--- src/rtl/mc_controller_pkg.sv ---
// mc_controller_pkg: state, opcode, aluop and mux-select encodings for the multicycle control unit
package mc_controller_pkg;
    typedef logic [3:0] state_t;
    localparam state_t s_fetch   = 4'd0;
    localparam state_t s_decode  = 4'd1;
    localparam state_t s_memadr  = 4'd2;
    localparam state_t s_memrd   = 4'd3;
    localparam state_t s_memwb   = 4'd4;
    localparam state_t s_memwr   = 4'd5;
    localparam state_t s_execute = 4'd6;
    localparam state_t s_aluwb   = 4'd7;
    localparam state_t s_branch  = 4'd8;
    localparam state_t s_immex   = 4'd9;
    localparam state_t s_immwb   = 4'd10;
    localparam state_t s_jump    = 4'd11;
    localparam logic [5:0] op_r    = 6'b000000;
    localparam logic [5:0] op_lw   = 6'b100011;
    localparam logic [5:0] op_sw   = 6'b101011;
    localparam logic [5:0] op_beq  = 6'b000100;
    localparam logic [5:0] op_bne  = 6'b000101;
    localparam logic [5:0] op_addi = 6'b001000;
    localparam logic [5:0] op_andi = 6'b001100;
    localparam logic [5:0] op_ori  = 6'b001101;
    localparam logic [5:0] op_j    = 6'b000010;
    localparam logic [2:0] aluop_add   = 3'b000;
    localparam logic [2:0] aluop_sub   = 3'b001;
    localparam logic [2:0] aluop_funct = 3'b010;
    localparam logic [2:0] aluop_and   = 3'b011;
    localparam logic [2:0] aluop_or    = 3'b100;
    localparam logic [1:0] srcb_rt    = 2'b00;
    localparam logic [1:0] srcb_four  = 2'b01;
    localparam logic [1:0] srcb_imm   = 2'b10;
    localparam logic [1:0] srcb_immsh = 2'b11;
    localparam logic [1:0] pc_alu    = 2'b00;
    localparam logic [1:0] pc_aluout = 2'b01;
    localparam logic [1:0] pc_jump   = 2'b10;
endpackage

--- src/rtl/aludec.sv ---
// aludec: maps aluop and R-type funct to the ALU control code
module aludec
    import mc_controller_pkg::*;
(
    input  logic [2:0] aluop,
    input  logic [5:0] funct,
    output logic [2:0] alucont
);
    always_comb begin
        alucont = 3'b010;
        case (aluop)
            aluop_sub: alucont = 3'b110;
            aluop_and: alucont = 3'b000;
            aluop_or:  alucont = 3'b001;
            aluop_funct:
                case (funct)
                    6'b100010: alucont = 3'b110;
                    6'b100100: alucont = 3'b000;
                    6'b100101: alucont = 3'b001;
                    6'b101010: alucont = 3'b111;
                    default:   alucont = 3'b010;
                endcase
            default: alucont = 3'b010;
        endcase
    end
endmodule

--- src/rtl/mc_fsm.sv ---
// mc_fsm: Moore state machine sequencing fetch/decode/execute/memory/writeback
module mc_fsm
    import mc_controller_pkg::*;
(
    input  logic       clk,
    input  logic       reset,
    input  logic [5:0] op,
    input  logic       zero,
    output logic       pcen,
    output logic       iord,
    output logic       irwrite,
    output logic       memwrite,
    output logic       memtoreg,
    output logic       regdst,
    output logic       regwrite,
    output logic       alusrca,
    output logic [1:0] alusrcb,
    output logic [1:0] pcsrc,
    output logic       zeroext,
    output logic [2:0] aluop,
    output logic       instr_done
);
    state_t state, next;
    logic is_mem, is_br, is_imm, is_logic;
    assign is_mem   = op == op_lw || op == op_sw;
    assign is_br    = op == op_beq || op == op_bne;
    assign is_logic = op == op_andi || op == op_ori;
    assign is_imm   = op == op_addi || is_logic;
    always_ff @(posedge clk)
        state <= reset ? s_fetch : next;
    always_comb begin
        next = s_fetch;
        pcen = 1'b0;
        iord = 1'b0;
        irwrite = 1'b0;
        memwrite = 1'b0;
        memtoreg = 1'b0;
        regdst = 1'b0;
        regwrite = 1'b0;
        alusrca = 1'b0;
        alusrcb = srcb_rt;
        pcsrc = pc_alu;
        zeroext = 1'b0;
        aluop = aluop_add;
        instr_done = 1'b0;
        case (state)
            s_fetch: begin
                alusrcb = srcb_four;
                irwrite = 1'b1;
                pcen = 1'b1;
                next = s_decode;
            end
            s_decode: begin
                alusrcb = srcb_immsh;
                next = is_mem ? s_memadr : op == op_r ? s_execute : is_br ? s_branch :
                       is_imm ? s_immex : op == op_j ? s_jump : s_fetch;
                instr_done = next == s_fetch;
            end
            s_memadr: begin
                alusrca = 1'b1;
                alusrcb = srcb_imm;
                next = op == op_lw ? s_memrd : s_memwr;
            end
            s_memrd: begin
                iord = 1'b1;
                next = s_memwb;
            end
            s_memwb: begin
                memtoreg = 1'b1;
                regwrite = 1'b1;
                instr_done = 1'b1;
            end
            s_memwr: begin
                iord = 1'b1;
                memwrite = 1'b1;
                instr_done = 1'b1;
            end
            s_execute: begin
                alusrca = 1'b1;
                aluop = aluop_funct;
                next = s_aluwb;
            end
            s_aluwb: begin
                regdst = 1'b1;
                regwrite = 1'b1;
                instr_done = 1'b1;
            end
            s_branch: begin
                alusrca = 1'b1;
                aluop = aluop_sub;
                pcsrc = pc_aluout;
                pcen = op == op_beq ? zero : ~zero;
                instr_done = 1'b1;
            end
            s_immex: begin
                alusrca = 1'b1;
                alusrcb = srcb_imm;
                aluop = op == op_andi ? aluop_and : op == op_ori ? aluop_or : aluop_add;
                zeroext = is_logic;
                next = s_immwb;
            end
            s_immwb: begin
                regwrite = 1'b1;
                zeroext = is_logic;
                instr_done = 1'b1;
            end
            s_jump: begin
                pcsrc = pc_jump;
                pcen = 1'b1;
                instr_done = 1'b1;
            end
            default: next = s_fetch;
        endcase
    end
endmodule

--- src/rtl/mc_controller.sv ---
// mc_controller: multicycle MIPS control unit; ties the FSM to aludec and suppresses writes during reset
module mc_controller
    import mc_controller_pkg::*;
(
    input  logic       clk,
    input  logic       reset,
    input  logic [5:0] op,
    input  logic [5:0] funct,
    input  logic       zero,
    output logic       pcen,
    output logic       iord,
    output logic       irwrite,
    output logic       memwrite,
    output logic       memtoreg,
    output logic       regdst,
    output logic       regwrite,
    output logic       alusrca,
    output logic [1:0] alusrcb,
    output logic [1:0] pcsrc,
    output logic       zeroext,
    output logic [2:0] alucont,
    output logic       instr_done
);
    logic [2:0] aluop;
    logic f_pcen, f_irwrite, f_memwrite, f_regwrite, f_done;
    mc_fsm u_fsm (
        .clk(clk), .reset(reset), .op(op), .zero(zero),
        .pcen(f_pcen), .iord(iord), .irwrite(f_irwrite), .memwrite(f_memwrite),
        .memtoreg(memtoreg), .regdst(regdst), .regwrite(f_regwrite),
        .alusrca(alusrca), .alusrcb(alusrcb), .pcsrc(pcsrc), .zeroext(zeroext),
        .aluop(aluop), .instr_done(f_done)
    );
    aludec u_aludec (.aluop(aluop), .funct(funct), .alucont(alucont));
    assign pcen       = f_pcen & ~reset;
    assign irwrite    = f_irwrite & ~reset;
    assign memwrite   = f_memwrite & ~reset;
    assign regwrite   = f_regwrite & ~reset;
    assign instr_done = f_done & ~reset;
endmodule
--- config.mk ---
export PLATFORM = sky130hd
export DESIGN_NAME = mc_controller
export DESIGN_NICKNAME = d
export VERILOG_FILES = /design/src/rtl/mc_controller_pkg.sv /design/src/rtl/aludec.sv /design/src/rtl/mc_fsm.sv /design/src/rtl/mc_controller.sv
export SDC_FILE = /design/constraint.sdc
export NUM_CORES = 1
export LEC_CHECK = 0
export CAP_MARGIN = 20
export CORE_MARGIN = 3
export CORE_UTILIZATION = 24
export DETAILED_ROUTE_END_ITERATION = 10
export GPL_ROUTABILITY_DRIVEN = 0
export PLACE_DENSITY_LB_ADDON = 0.2
export SLEW_MARGIN = 20
export SYNTH_ARGS = -nofsm -noshare
export SYNTH_HDL_FRONTEND = slang
export SYNTH_SLANG_ARGS = --single-unit
export TNS_END_PERCENT = 50
--- constraint.sdc ---
create_clock -name clk -period 2 [get_ports clk]
set_input_delay 0.4 -clock clk [delete_from_list [all_inputs] [get_ports clk]]
set_output_delay 0.4 -clock clk [all_outputs]
set_load 0.02 [all_outputs]
==> results of run 1 <==
==> power by group through the flow <==
stage | combinational, W | sequential [W] | clock [W]
2_1_floorplan | 0.0000730 | 0.0000852 | 0
3_3_place_gp | 0.000155 | 0.0000873 | 0
3_5_place_dp | 0.000156 | 0.0000873 | 0
4_1_cts | 0.000153 | 0.0000863 | 0.000102
5_1_grt | 0.000176 | 0.0000871 | 0.000114
6_report | 0.000163 | 0.0000866 | 0.0000971
==> final cells by class <==
class	instances	area (µm²)
clock buffers	3	22.5
fillers	252	1130
inverters	3	11.3
multi-input cells	76	578
flip-flops and latches	4	83.8
well taps	28	35.0
repair buffers	60	482
==> through the flow <==
step | setup slack (ns) | cell area (µm²) | hold slack (ns) | power [W]
after CTS | -0.0129 | 1170 | 0.679 | 0.000341
after global placement | -0.771 | 1140 | 0.667 | 0.000242
after global routing | -0.0448 | 1210 | 0.654 | 0.000377
final | 0.0129 | 1210 | 0.634 | 0.000347
after detailed placement | -0.874 | 1140 | 0.673 | 0.000244
after floorplan | -0.0698 | 629 | 0.601 | 0.000158
==> cell usage after synthesis <==
library cell and count:
or4_2 1, a31oi_1 3, nor3_1 4, nor4b_4 1, o41a_1 1, a2111oi_2 1, a21boi_0 1, dfxtp_1 4
or2b_1 1, a22oi_1 1, inv_1 3, clkbuf_1 5, o31ai_1 1, nor4_1 5, nand3b_1 1, or3_1 1
nand2_1 7, buf_2 1, a21o_1 1, nor3b_1 3, xnor2_1 1, o21ai_0 2, nand2b_1 4, a21oi_1 5
or4b_1 1, nor2_1 10, mux2i_1 1, nand3_1 5, buf_1 1, or4_1 1, or2_2 2, o22ai_1 2
nand4_1 1, o21a_1 1, o2bb2ai_1 1, nor2b_1 3, buf_6 2, a2111oi_0 3
==> cells by family (layout without fill, tap and decap cells) <==
group | after synthesis | after routing | share of synthesized area [%]
and+or+nand+nor | 51 | 51 | 47.7
muxes | 1 | 1 | 1.61
buffers and inverters | 12 | 66 | 9.86
AOI/OAI and AO/OA | 23 | 23 | 26.6
xor gates and xnor gates | 1 | 1 | 1.41
DFF | 4 | 4 | 12.9
==> worst register-to-register path, stage by stage (launching register included) <==
cell and delay (ns):
dfxtp_2 0.34, buf_4 0.16, or4_1 0.49, a2111oi_2 0.36
==> per-layer routing <==
metal  vias up  track usage, %
li1        453               -
met1       410            18.0
met2        30            26.1
met3         0            2.07
met4         0            3.97
met5         -               0
==> path summary, 6_finish.rpt <==
kind	start	to	slack, ns	depth (start not counted)
max	op[1]	alucont[1]	0.01	8
min	op[5]	u_fsm.state[2]	0.63	4
max reg2reg	u_fsm.state[1]	u_fsm.state[0]	0.54	3
min reg2reg	u_fsm.state[3]	u_fsm.state[2]	0.64	2
==> what timing repair did <==
| item | CTS | global route |
|---|---|---|
| pin swaps | 6 | 2 |
| gates resized for setup | 70 | 25 |
| endpoints found under the setup margin | 17 | 15 |
| hold buffers | 0 | 0 |
| cloned | 0 | 0 |
==> flow_summary.yaml, run 1 <==
drt:
  drc: 0
  highest_layer: "met3"
  wl_met3_um: 135
  drt_iter0_markers: 28
  wl_per_cell_um: 13.7
  finalWirelength_um: 2380
  m1WireLength_um: 1020
  wl_met2_um: 1220
  vias_per_cell: 5.13
  vias: 893
  antenna_left: 0
  drtPass1Iterations: 4
floorplanning:
  num_rows: 17
  start_util_pct: 26.6
  dieArea_um2: 3240
  die_w_um: 56.9
  core_um2: 2340
  dieHeight_um: 56.9
  io_pins: 32
power_and_ir_drop:
  p_int_w: 0.000236
  leakage_nw: 0.510
  peakVddDrop_mv: 0.186
  p_per_area_nw_per_um2: 286
  power_switching_w: 0.000111
  switching_share_pct: 32.1
  power_frac_comb_pct: 47.0
  p_seq_share_pct: 25.0
  clockPowerShare_pct: 28.0
layout:
  reg_top3: "u_fsm.state (4)"
  fin_cells: 174
  final_cell_mix: "29 x buf_4, 9 x nor2_1, 7 x nand2_1, 7 x clkdlybuf4s50_1, 7 x dlygate4sd2_1"
  final_common_cell: "buf_4"
  largest_register_ffs: 4
  nNetsFinal: 163
  top_register: "u_fsm.state"
  area_growth_pct: 95.0
  final_util_pct: 51.8
  drive_above_1_share_pct: 46.6
  antennaDiodeCount: 0
synthesis:
  synth_area_leaders: "dfxtp_1 13%, nor2_1 6.0%, nor4_1 5.0%, nand2_1 4.2%, a2111oi_0 4.2%"
  syn-cell-area_um2: 622
  syn_area_per_cell_um2: 6.76
  syn_inst: 92
  synth_seq_cells: 4
  synth_top_area_cell: "dfxtp_1"
  yosysSeqAreaShare_pct: 12.9
  netlist.area_leader.share_pct: 12.9
  synth_fp_nets: 107
  yosysUniqueCellTypes: 38
  yosys_warnings: 0
timing:
  max_slew_margin_pct: 77.3
  worst_slew_pin_slew_ns: 0.332
  setup_viol: 0
  grt_setup_unrepaired: "true"
  slew_viol_final: 0
  period_minus_slack_ns: 1.99
  tns_ns: 0
  hold_viol_final: 0
  achievable-frequency_mhz: 503
  finClkSkew_ns: 0.00636
  finalCritPeriodShare_pct: 99.4
worst_hold_path:
  hp-class: "in2reg"
clock_network:
  cts_setup_buffers: 0
  cts_made_buffers: 3
  insertion_delay_ns: 0.23
  tritoncts_num_sinks: 4
  clockRootBuffer: "clkbuf_4"
  clockBufferDepth: 2
  clkSlewWorstSetupHoldPaths_ns: 0.04
  cts_tree: "done"
  htreeDepth: 1
worst_setup_path:
  path_common_cell: "buf_4"
  slowest_stage: "nor4_2"
  crit_family: "buffers and inverters"
  startpoint_type: "primary input"
  path_cells: "clkdlybuf4s15_1 > buf_4 > inv_1 > nand2_1 > nor4_2 > buf_4 > a21oi_1 > buf_2"
  path_class: "in2out"
  arrival_ns: 1.59
  endpoint_kind: "output pin"
  cp_max_fo: 5
  max_stage_delay_ns: 0.30
  cp_data_required_time_ns: 1.60
  cp.buffers_inverters: 5
global_routing:
  grt_max_degree: 12
  grt-ovfl-total: 0
  grtUsageTotal_pct: 14.6
  grt_pass1_wl_um: 3880
  grt_pass1_vias: 899
  antenna_found_initial: 0
place:
  hpwl_um: 1840
  dp.cells: 171
  io_buffers: 31
status:
  run_status: "complete, no violations"
job:
  drv_cap: 0
Note: power is estimated with default switching activity, not from simulation.
==> inputs of run 2 (changes only) <==
--- a/config.mk
+++ b/config.mk
@@ -5,8 +5,9 @@
 export SDC_FILE = /design/constraint.sdc
 export NUM_CORES = 1
 export LEC_CHECK = 0
+export ABC_CLOCK_PERIOD_IN_PS = 2000
 export CAP_MARGIN = 20
-export CORE_MARGIN = 3
+export CORE_MARGIN = 2
 export CORE_UTILIZATION = 24
 export DETAILED_ROUTE_END_ITERATION = 10
 export GPL_ROUTABILITY_DRIVEN = 0
==> run 2 against run 1 <==
  * The flow now finishes with violations (setup timing)
  * Hold slack improved by 0.015 ns
  * Sequential power increased by 0.9%
  * Register-to-register slack improved by 0.09 ns
  * Routed wire length increased by 1.8%
  * Global-route usage increased by 2.5 points
  * Critical endpoint is now alucont[0]
==> flow_summary.yaml, run 2 (synthesis results as in run 1) <==
status:
  violations: "setup timing"
  run_status: "complete, but fails checks"
floorplanning:
  num_rows: 18
  dieArea_um2: 3010
  die_w_um: 54.9
  start_util_pct: 25.1
  dieHeight_um: 54.9
  io_pins: 32
  core_um2: 2480
layout:
  area_growth_pct: 97.6
  final_cell_mix: "35 x buf_4, 9 x nor2_1, 8 x clkbuf_2"
  fillCellCount: 261
  drive_above_1_share_pct: 51.7
  register_area_um2: 83.8
  top_register: "u_fsm.state"
  final_common_cell: "buf_4"
  antennaDiodeCount: 0
  multi_input_area_um2: 587
  nNetsFinal: 166
  reg_top3: "u_fsm.state (4)"
  largest_register_ffs: 4
job:
  drv_cap: 0
timing:
  max_slew_margin_pct: 73.2
  setup_viol: 1
  slew_viol_final: 0
  holdWs_ns: 0.649
  finClkSkew_ns: 0.00324
  finalCritPeriodShare_pct: 100
  worst_slew_pin_slew_ns: 0.391
  hold_viol_final: 0
  achievable-frequency_mhz: 500
  grt_setup_unrepaired: "true"
  period_minus_slack_ns: 2.00
  worst_slack_ns: -0.00171
worst_setup_path:
  cp_max_fo: 2
  max_stage_delay_ns: 0.51
  path_cells: "clkdlybuf4s50_1 > nor3b_2 > a22oi_1 > o2bb2ai_1 > buf_4"
  arrival_ns: 1.60
  path_class: "in2out"
  endpoint_kind: "output pin"
  slowest_stage: "clkdlybuf4s50_1"
  crit_family: "buffers and inverters"
  crit_start: "funct[2]"
  regToRegStartpoint: "u_fsm.state[1]"
  cp.buffers_inverters: 2
  startpoint_type: "primary input"
  cp_data_required_time_ns: 1.60
clock_network:
  insertion_delay_ns: 0.24
  clockRootBuffer: "clkbuf_4"
  clockBufferDepth: 2
  postCtsHoldBufs: 0
  tritoncts_num_sinks: 4
  cts_tree: "done"
  clkSlewWorstSetupHoldPaths_ns: 0.04
  cts_made_buffers: 3
  htreeDepth: 1
worst_hold_path:
  worstHoldStart: "op[3]"
  hp-class: "in2reg"
drt:
  vias: 915
  drt_iter0_markers: 23
  drc: 0
  drtPass1Iterations: 4
  wl_per_cell_um: 13.5
  finalWirelength_um: 2420
  vias_per_cell: 5.11
  antenna_left: 0
global_routing:
  grt_pass1_wl_um: 3760
  grtUsageTotal_pct: 17.2
  grt_max_degree: 13
  antenna_found_initial: 0
  grt_pass1_vias: 856
  grt-ovfl-total: 0
power_and_ir_drop:
  leakage_nw: 0.542
  peakVddDrop_mv: 0.218
  p_per_area_nw_per_um2: 291
  fin_total_pwr_w: 0.000357
place:
  io_buffers: 31
  hpwl_um: 1820
  dpl_worst_slack_ns: -0.815
-- run 2: cell count changes in the layout (fill, tap and decap cells not counted), moves of 2 or more --
cell             before  now
clkbuf_2              5    8
buf_4                29   35
clkdlybuf4s50_1       7    5
buf_6                 4    2
clkdlybuf4s15_1       3    1
-- run 2: where the power goes --
| group | internal [W] | switching (W) | total (W) |
|---|---|---|---|
| Clock | 0.0000671 | 0.0000333 | 0.000100 |
| Sequential | 0.0000834 | 0.00000399 | 0.0000874 |
| Combinational | 0.0000872 | 0.0000820 | 0.000169 |
| Total | 0.000238 | 0.000119 | 0.000357 |
-- run 2: repair_timing --
action	4_1_cts	5_1_grt
setup buffers	2	0
endpoints found under the setup margin	17	13
pin swaps	8	7
gates resized for setup	72	31
-- run 2: final cells by class --
| type | instances | area share [%] |
|---|---|---|
| Clock buffer | 3 | 1.83 |
| Tap cell | 30 | 3.05 |
| Timing Repair Buffer | 63 | 39.6 |
| Inverter | 3 | 0.916 |
| Multi-Input combinational cell | 76 | 47.8 |
| Sequential cell | 4 | 6.82 |
-- run 2: worst register-to-register path, stage by stage, from the launching register on --
cell       delay [ns]
dfxtp_2          0.33
buf_4            0.16
or4_4            0.49
a2111oi_4        0.28
-- run 2: final timing paths --
path	to	slack, ns	depth (start not counted)
worst max-delay path	alucont[0]	-0.002	5
worst min register to register	u_fsm.state[0]	0.65	2
worst min-delay path	u_fsm.state[1]	0.65	5
worst max register to register	u_fsm.state[0]	0.63	3
-- run 2: per-layer routing --
metal / share of wire, % / vias to the layer above / routed length [µm] / track usage (%)
li1: - / 459 / - / -
met1: 43 / 422 / 1050 / 21.7
met2: 52 / 34 / 1250 / 30.4
met3: 5.1 / 0 / 123 / 2.69
met4: 0 / 0 / 0 / 4.07
met5: 0 / - / 0 / 0
-- run 2: metrics by stage --
step	std cells	cell area (µm²)	TNS [ns]	utilization [%]
final	179	1230	-0.00171	49.6
after global routing	179	1230	-0.122	49.6
after CTS	179	1200	-0.0511	48.6
after detailed placement	174	1150	-5.52	46.5
after global placement	174	1150	-5.39	46.5
after floorplan	92	629	-0.0698	-
